===== src/rtl/mux_scan_serializer.sv =====
// rtl/mux_scan_serializer.sv - sequences a 16:1 mux to serialise a registered word with a valid/ready output
module mux_scan_serializer #(
  parameter bit         MSB_FIRST = 1'b0,
  parameter logic [3:0] IDLE_SEL  = 4'd0
) (
  input  logic        clk,
  input  logic        rst_n,
  input  logic        load,
  input  logic [15:0] din,
  output logic [15:0] i,
  output logic [3:0]  s,
  input  logic        f,
  output logic        sout,
  output logic        sout_valid,
  input  logic        sout_ready,
  output logic        busy,
  output logic        done
);

  typedef enum logic [1:0] {ST_IDLE, ST_SAMPLE, ST_HOLD} state_t;

  localparam logic [3:0] FIRST_SEL = MSB_FIRST ? 4'd15 : 4'd0;

  state_t      state_q, state_d;
  logic [15:0] i_q, i_d;
  logic [3:0]  s_q, s_d;
  logic [3:0]  idx_q, idx_d;
  logic        sout_q, sout_d;
  logic        sout_valid_q, sout_valid_d;
  logic        done_q, done_d;

  logic       handshake;
  logic       last_bit;
  logic [3:0] next_sel;

  assign handshake = sout_valid_q && sout_ready;
  assign last_bit  = (idx_q == 4'd15);
  // The word ends on idx, so the select counter never relies on wrapping.
  assign next_sel  = MSB_FIRST ? (s_q - 4'd1) : (s_q + 4'd1);

  always_ff @(posedge clk) begin
    if (!rst_n) begin
      state_q      <= ST_IDLE;
      i_q          <= 16'd0;
      s_q          <= IDLE_SEL;
      idx_q        <= 4'd0;
      sout_q       <= 1'b0;
      sout_valid_q <= 1'b0;
      done_q       <= 1'b0;
    end else begin
      state_q      <= state_d;
      i_q          <= i_d;
      s_q          <= s_d;
      idx_q        <= idx_d;
      sout_q       <= sout_d;
      sout_valid_q <= sout_valid_d;
      done_q       <= done_d;
    end
  end

  always_comb begin
    state_d = state_q;
    case (state_q)
      ST_IDLE:   if (load) state_d = ST_SAMPLE;
      ST_SAMPLE: state_d = ST_HOLD;
      ST_HOLD:   if (handshake) state_d = last_bit ? ST_IDLE : ST_SAMPLE;
      default:   state_d = ST_IDLE;
    endcase
  end

  always_comb begin
    i_d          = i_q;
    s_d          = s_q;
    idx_d        = idx_q;
    sout_d       = sout_q;
    sout_valid_d = sout_valid_q;
    done_d       = 1'b0;
    case (state_q)
      ST_IDLE: begin
        s_d = IDLE_SEL;
        if (load) begin
          i_d   = din;
          idx_d = 4'd0;
          s_d   = FIRST_SEL;
        end
      end
      // s has been stable for a full cycle here, so f has settled.
      ST_SAMPLE: begin
        sout_d       = f;
        sout_valid_d = 1'b1;
      end
      ST_HOLD: begin
        if (handshake) begin
          sout_valid_d = 1'b0;
          if (last_bit) begin
            done_d = 1'b1;
            s_d    = IDLE_SEL;
          end else begin
            idx_d = idx_q + 4'd1;
            s_d   = next_sel;
          end
        end
      end
      default: ;
    endcase
  end

  assign i          = i_q;
  assign s          = s_q;
  assign sout       = sout_q;
  assign sout_valid = sout_valid_q;
  assign busy       = (state_q != ST_IDLE);
  assign done       = done_q;

endmodule

===== config.mk =====
export PLATFORM = sky130hd
export DESIGN_NAME = mux_scan_serializer
export DESIGN_NICKNAME = d
export VERILOG_FILES = /design/src/rtl/mux_scan_serializer.sv
export SDC_FILE = /design/constraint.sdc
export NUM_CORES = 1
export LEC_CHECK = 0
export BUFFER_PORTS_ARGS = -buffer_cell sky130_fd_sc_hd__buf_2
export CAP_MARGIN = 20
export CORE_MARGIN = 10
export CORE_UTILIZATION = 35
export CTS_CLUSTER_DIAMETER = 60
export DETAILED_ROUTE_END_ITERATION = 6
export SETUP_SLACK_MARGIN = 0.5
export SKIP_LAST_GASP = 1
export SLEW_MARGIN = 20
export SYNTH_ARGS = -nofsm -noshare
export SYNTH_HDL_FRONTEND = slang
export SYNTH_SLANG_ARGS = --single-unit

===== constraint.sdc =====
create_clock -name clk -period 4.2 [get_ports clk]
set_clock_uncertainty 0.1 [all_clocks]
set_input_delay 0.42 -clock clk [delete_from_list [all_inputs] [get_ports clk]]
set_output_delay 0.42 -clock clk [all_outputs]
set_load 0.1 [all_outputs]

# ---- After elaboration in Yosys (flattened, before gate mapping)
# Cells that the tools add are included.
dict set report op_classes {
  n_eq_ne 6
  n_reduce_logical 11
  addsub 2
  n_mux 14
}
# operator count
set op_table {}
lappend op_table {{two-way mux 4 bit} 5}
lappend op_table {{case mux 4 bit (2 select lines)} 2}
lappend op_table {{adder 4 x 1 -> 4 bit (second input constant)} 2}
lappend op_table {{AND reduction 2 bit} 4}
lappend op_table {{inequality test 2 bit (second input constant)} 3}
lappend op_table {{case mux 2 bit (3 select lines)} 1}
lappend op_table {{nonzero test 2 bit} 3}
lappend op_table {{== test 4 bit (second input constant)} 1}
lappend op_table {{two-way mux 2 bit} 2}
lappend op_table {{AND reduction 4 bit} 1}
lappend op_table {{two-way mux 1 bit} 3}
lappend op_table {{AND reduction 3 bit} 1}
lappend op_table {{== test 2 x 1 -> 1 bit (second input constant)} 1}
lappend op_table {{== test 2 bit (second input constant)} 1}
lappend op_table {{logical NOT 2 bit} 1}
lappend op_table {{case mux 1 bit (2 select lines)} 1}
lappend op_table {{logical AND 1 bit} 1}
dict set report word_totals {
  out_inout_bits 24
  wordCells 40
  input_bits 21
  regBits 29
}

# ---- Longest topological paths before layout
dict set report logic_depth {
  ltp_word 4
  depth_mapped 5
  mapped_depth_nobuf 4
}

# ---- Worst setup path before layout
# No wires, ideal clock.
dict set report synth_path {
  kind {register to register}
  start {reg sout_valid_q (netlist: sout_valid)}
  end {reg s_q[3] (netlist: s[3])}
  path_slack_ps 2029
  stages_incl_launch_ff 4
  t_arrival_ps 1996
  n_path_buf 0
  t_required_ps 4025
  setup_ps 75
  synth_period_minus_slack_ps 2171
  path_cell_list {dfxtp_1 nand4b_1 or4_1 a31oi_1}
}
dict set report synth_between {
  elab_chain_cells 3
}
# element line_no
set synth_rtl {}
lappend synth_rtl {{start: declaration} 29} ;# logic sout_valid_q, sout_valid_d;
lappend synth_rtl {{start signal: assignment} 56} ;# sout_valid_q <= sout_valid_d;
lappend synth_rtl {{logical AND 1 bit} 36} ;# assign handshake = sout_valid_q && sout_ready;
lappend synth_rtl {{inequality test 2 bit (no source line)} -}
lappend synth_rtl {{AND reduction 2 bit (no source line)} -}
lappend synth_rtl {{end signal: assignment} 45} ;# s_q <= IDLE_SEL;
lappend synth_rtl {{end signal: assignment} 53} ;# s_q <= s_d;
lappend synth_rtl {{end: declaration} 26} ;# logic [3:0] s_q, s_d;
# No other way between the ends.
# A chain may end at the register's enable or synchronous reset.

# ---- Worst setup path in the final report
dict set report layout_path {
  start {reg state_q[0]}
  end {out busy}
}
dict set report layout_between {
  elab_chain_cells 1
}
# element line_no
set layout_rtl {}
lappend layout_rtl {{start: declaration} 24} ;# state_t state_q, state_d;
lappend layout_rtl {{start signal: assignment} 51} ;# state_q <= state_d;
lappend layout_rtl {{nonzero test 2 bit} 112} ;# assign busy = (state_q != ST_IDLE);
lappend layout_rtl {{end: declaration} 16} ;# output logic busy,
# No other way between the ends.

==> flow_summary.ini <==
[timing]
hold_viol = 0
setup_viol = 0
max-slew-margin-rel_pct = 36.0
fin_ws_ns = 2.15
tightest_slew_ns = 0.956
setup_tns_ns = 0
period_minus_slack_ns = 2.05
grt_setup_unrepaired = false
fmax_mhz = 487
drv_slew = 0
timing.final.crit_share_pct = 48.9

[min_path]
hold_end = i[1]
hold_path_class = primary input to flop
min_from = din[1]
hold_depth = 3

[power_and_ir_drop]
peakVddDrop_mv = 0.165
power.total_w = 0.000605
leakage_nw = 0.664
power_density_nw_per_um2 = 405

[clock_tree]
post-cts-setup-buffers = 0
root_buffer = clkbuf_4
h-tree-depth = 2
cts.clk_slew.worst_paths_ns = 0.09
clock_latency_ns = 0.32
numCtsBuffers = 5
cts_resized = 0
cts.sinks = 29
cts_tree = done
hold_buffers = 0
clock_path_buffers = 2

[final_layout]
diodes = 0
drive_above_1_share_pct = 28.0
final_common_cell = buf_2
fillers = 370
layout_common_cells = buf_2 (44), nand2_1 (36), dfxtp_1 (29)
multiInputGateArea_sq_um = 578
instances_no_fill = 235
fin_util_pct = 44.8
nNetsFinal = 213
regArea_sq_um = 581
area_growth_syn_to_layout_pct = 23.1

[worst_setup_path]
rr_startpoint = state_q[0]
required_ns = 3.68
critPathArrivalTime_ns = 1.53
rr_worst_depth = 3
cp-end-kind = output pin
r2r_slack_ns = 2.19
crit_type = flop to output pin
worstSetupStartpointType = flop
cp_max_fo = 17
r2r-end = idx_q[3]

[job]
maxCapViolCount = 0

[global_routing]
grt_max_degree = 26
overflow = 0
antenna_found_initial = 0
grt_usage_pct = 9.94
grt_pass1_wl_um = 5040
grt_pass1_vias = 1089

[outcome]
outcome = complete, no violations

[synth]
synth_cells = 147
synth_fp_nets = 170
yosys_warnings = 0
ys_ff_latch = 29
netlist_area_sq_um = 1210
avgSynthCellArea_sq_um = 8.26
ys_seq_area_share_pct = 47.8
ys_types = 34

[die]
ios = 45
coreArea_sq_um = 3340
dieArea_sq_um = 6220
dieHeight_um = 78.9
initial_utilization_pct = 36.4
rows = 21
die_width_um = 78.9

[route]
ant_nets = 0
dr.pass1.iters = 4
drc = 0
wl_per_cell_um = 13.2
vias = 1166
drt_iter0_drc = 50
routed_via_density = 4.96
routed_wirelength_um = 3100

[place]
hpwl_um = 2290
routabilityCongestion = 0.758
dpl.cell_count = 229
post-place-ws_ns = 2.19
numPortBuffers = 44
[area by class of cell]
class,count,area share (%)
Clock buffer,5,2.51
Clock inverter,1,0.335
Inverter,4,1.01
Multi-Input combinational cell,106,38.7
Sequential cell,29,38.9
Tap cell,46,3.85
Timing Repair Buffer,44,14.7
[cells in the mapped netlist (all sizes together)]
library cell	count	area (sq um)
nor4bb	1	10.0
or3b	1	8.76
and4b	1	10.0
and2	1	6.26
and3b	1	8.76
o211ai	1	7.51
or4	2	15.0
a311oi	1	8.76
nand4b	1	8.76
o31a	1	8.76
mux2i	2	20.0
o2bb2ai	1	8.76
dfxtp	29	581
inv	4	15.0
or2	1	6.26
o21ai	8	40.0
nor4	1	6.26
a21boi	1	7.51
nand3	3	15.0
a31oi	4	25.0
nor3	3	15.0
and3	2	13.8
nand4	3	18.8
nor2	2	7.51
nor3b	1	12.5
nor2b	2	12.5
or3	1	6.26
nand2	36	135
buf	3	21.3
clkbuf	5	18.8
ha	2	25.0
a21oi	22	110
[logic make-up after synthesis]
kind of cell    after synthesis  share of synthesized area, %
buf+inv                      12                          4.54
simple gates                 63                          26.1
mux                           2                          1.65
flops                        29                          47.8
compound gates               39                          17.8
fa+ha+maj                     2                          2.06
[worst max-delay path by stage]
stage                           to        from  slack [ns]
after floorplan               s[3]  sout_valid        2.03
after detailed placement  idx_q[3]  state_q[0]        2.19
after global routing      idx_q[3]  state_q[0]        2.00
after CTS                     busy  state_q[0]        2.14
final                         busy  state_q[0]        2.15
after global placement    idx_q[3]  state_q[0]        2.28
[critical path, cell delays in order, from the launching register on]
cell     delay (ns)
dfxtp_1        0.61
or2_2          0.19
buf_2          0.41
[per-stage QoR]
stage	area (sq um)	hold slack (ns)
global placement	1450	0.340
floorplan	1210	0.347
finish	1490	0.225
CTS	1490	0.215
detailed placement	1450	0.350
global route	1490	0.210
[flip-flops by register name (all words and copies together), names as in the netlist]
| name | count |
|---|---|
| i | 16 |
| s | 4 |
| idx_q | 4 |
| state_q | 2 |
| sout | 1 |
| sout_valid | 1 |
| done | 1 |
[routing by layer]
metal | wire length, um | up-vias | GRT usage [%]
met3 | 166 | 7 | 3.38
li1 | - | 601 | -
met5 | 0 | - | 0
met2 | 1580 | 30 | 16.4
met4 | 65 | 0 | 6.45
met1 | 1290 | 528 | 10.6
[where the power goes]
part	total, W	switching (W)	internal [W]
clock network	0.000148	0.0000904	0.0000579
logic	0.000157	0.000128	0.0000291
registers	0.000300	0.0000117	0.000288
Note: power is estimated with default switching activity, not from simulation.
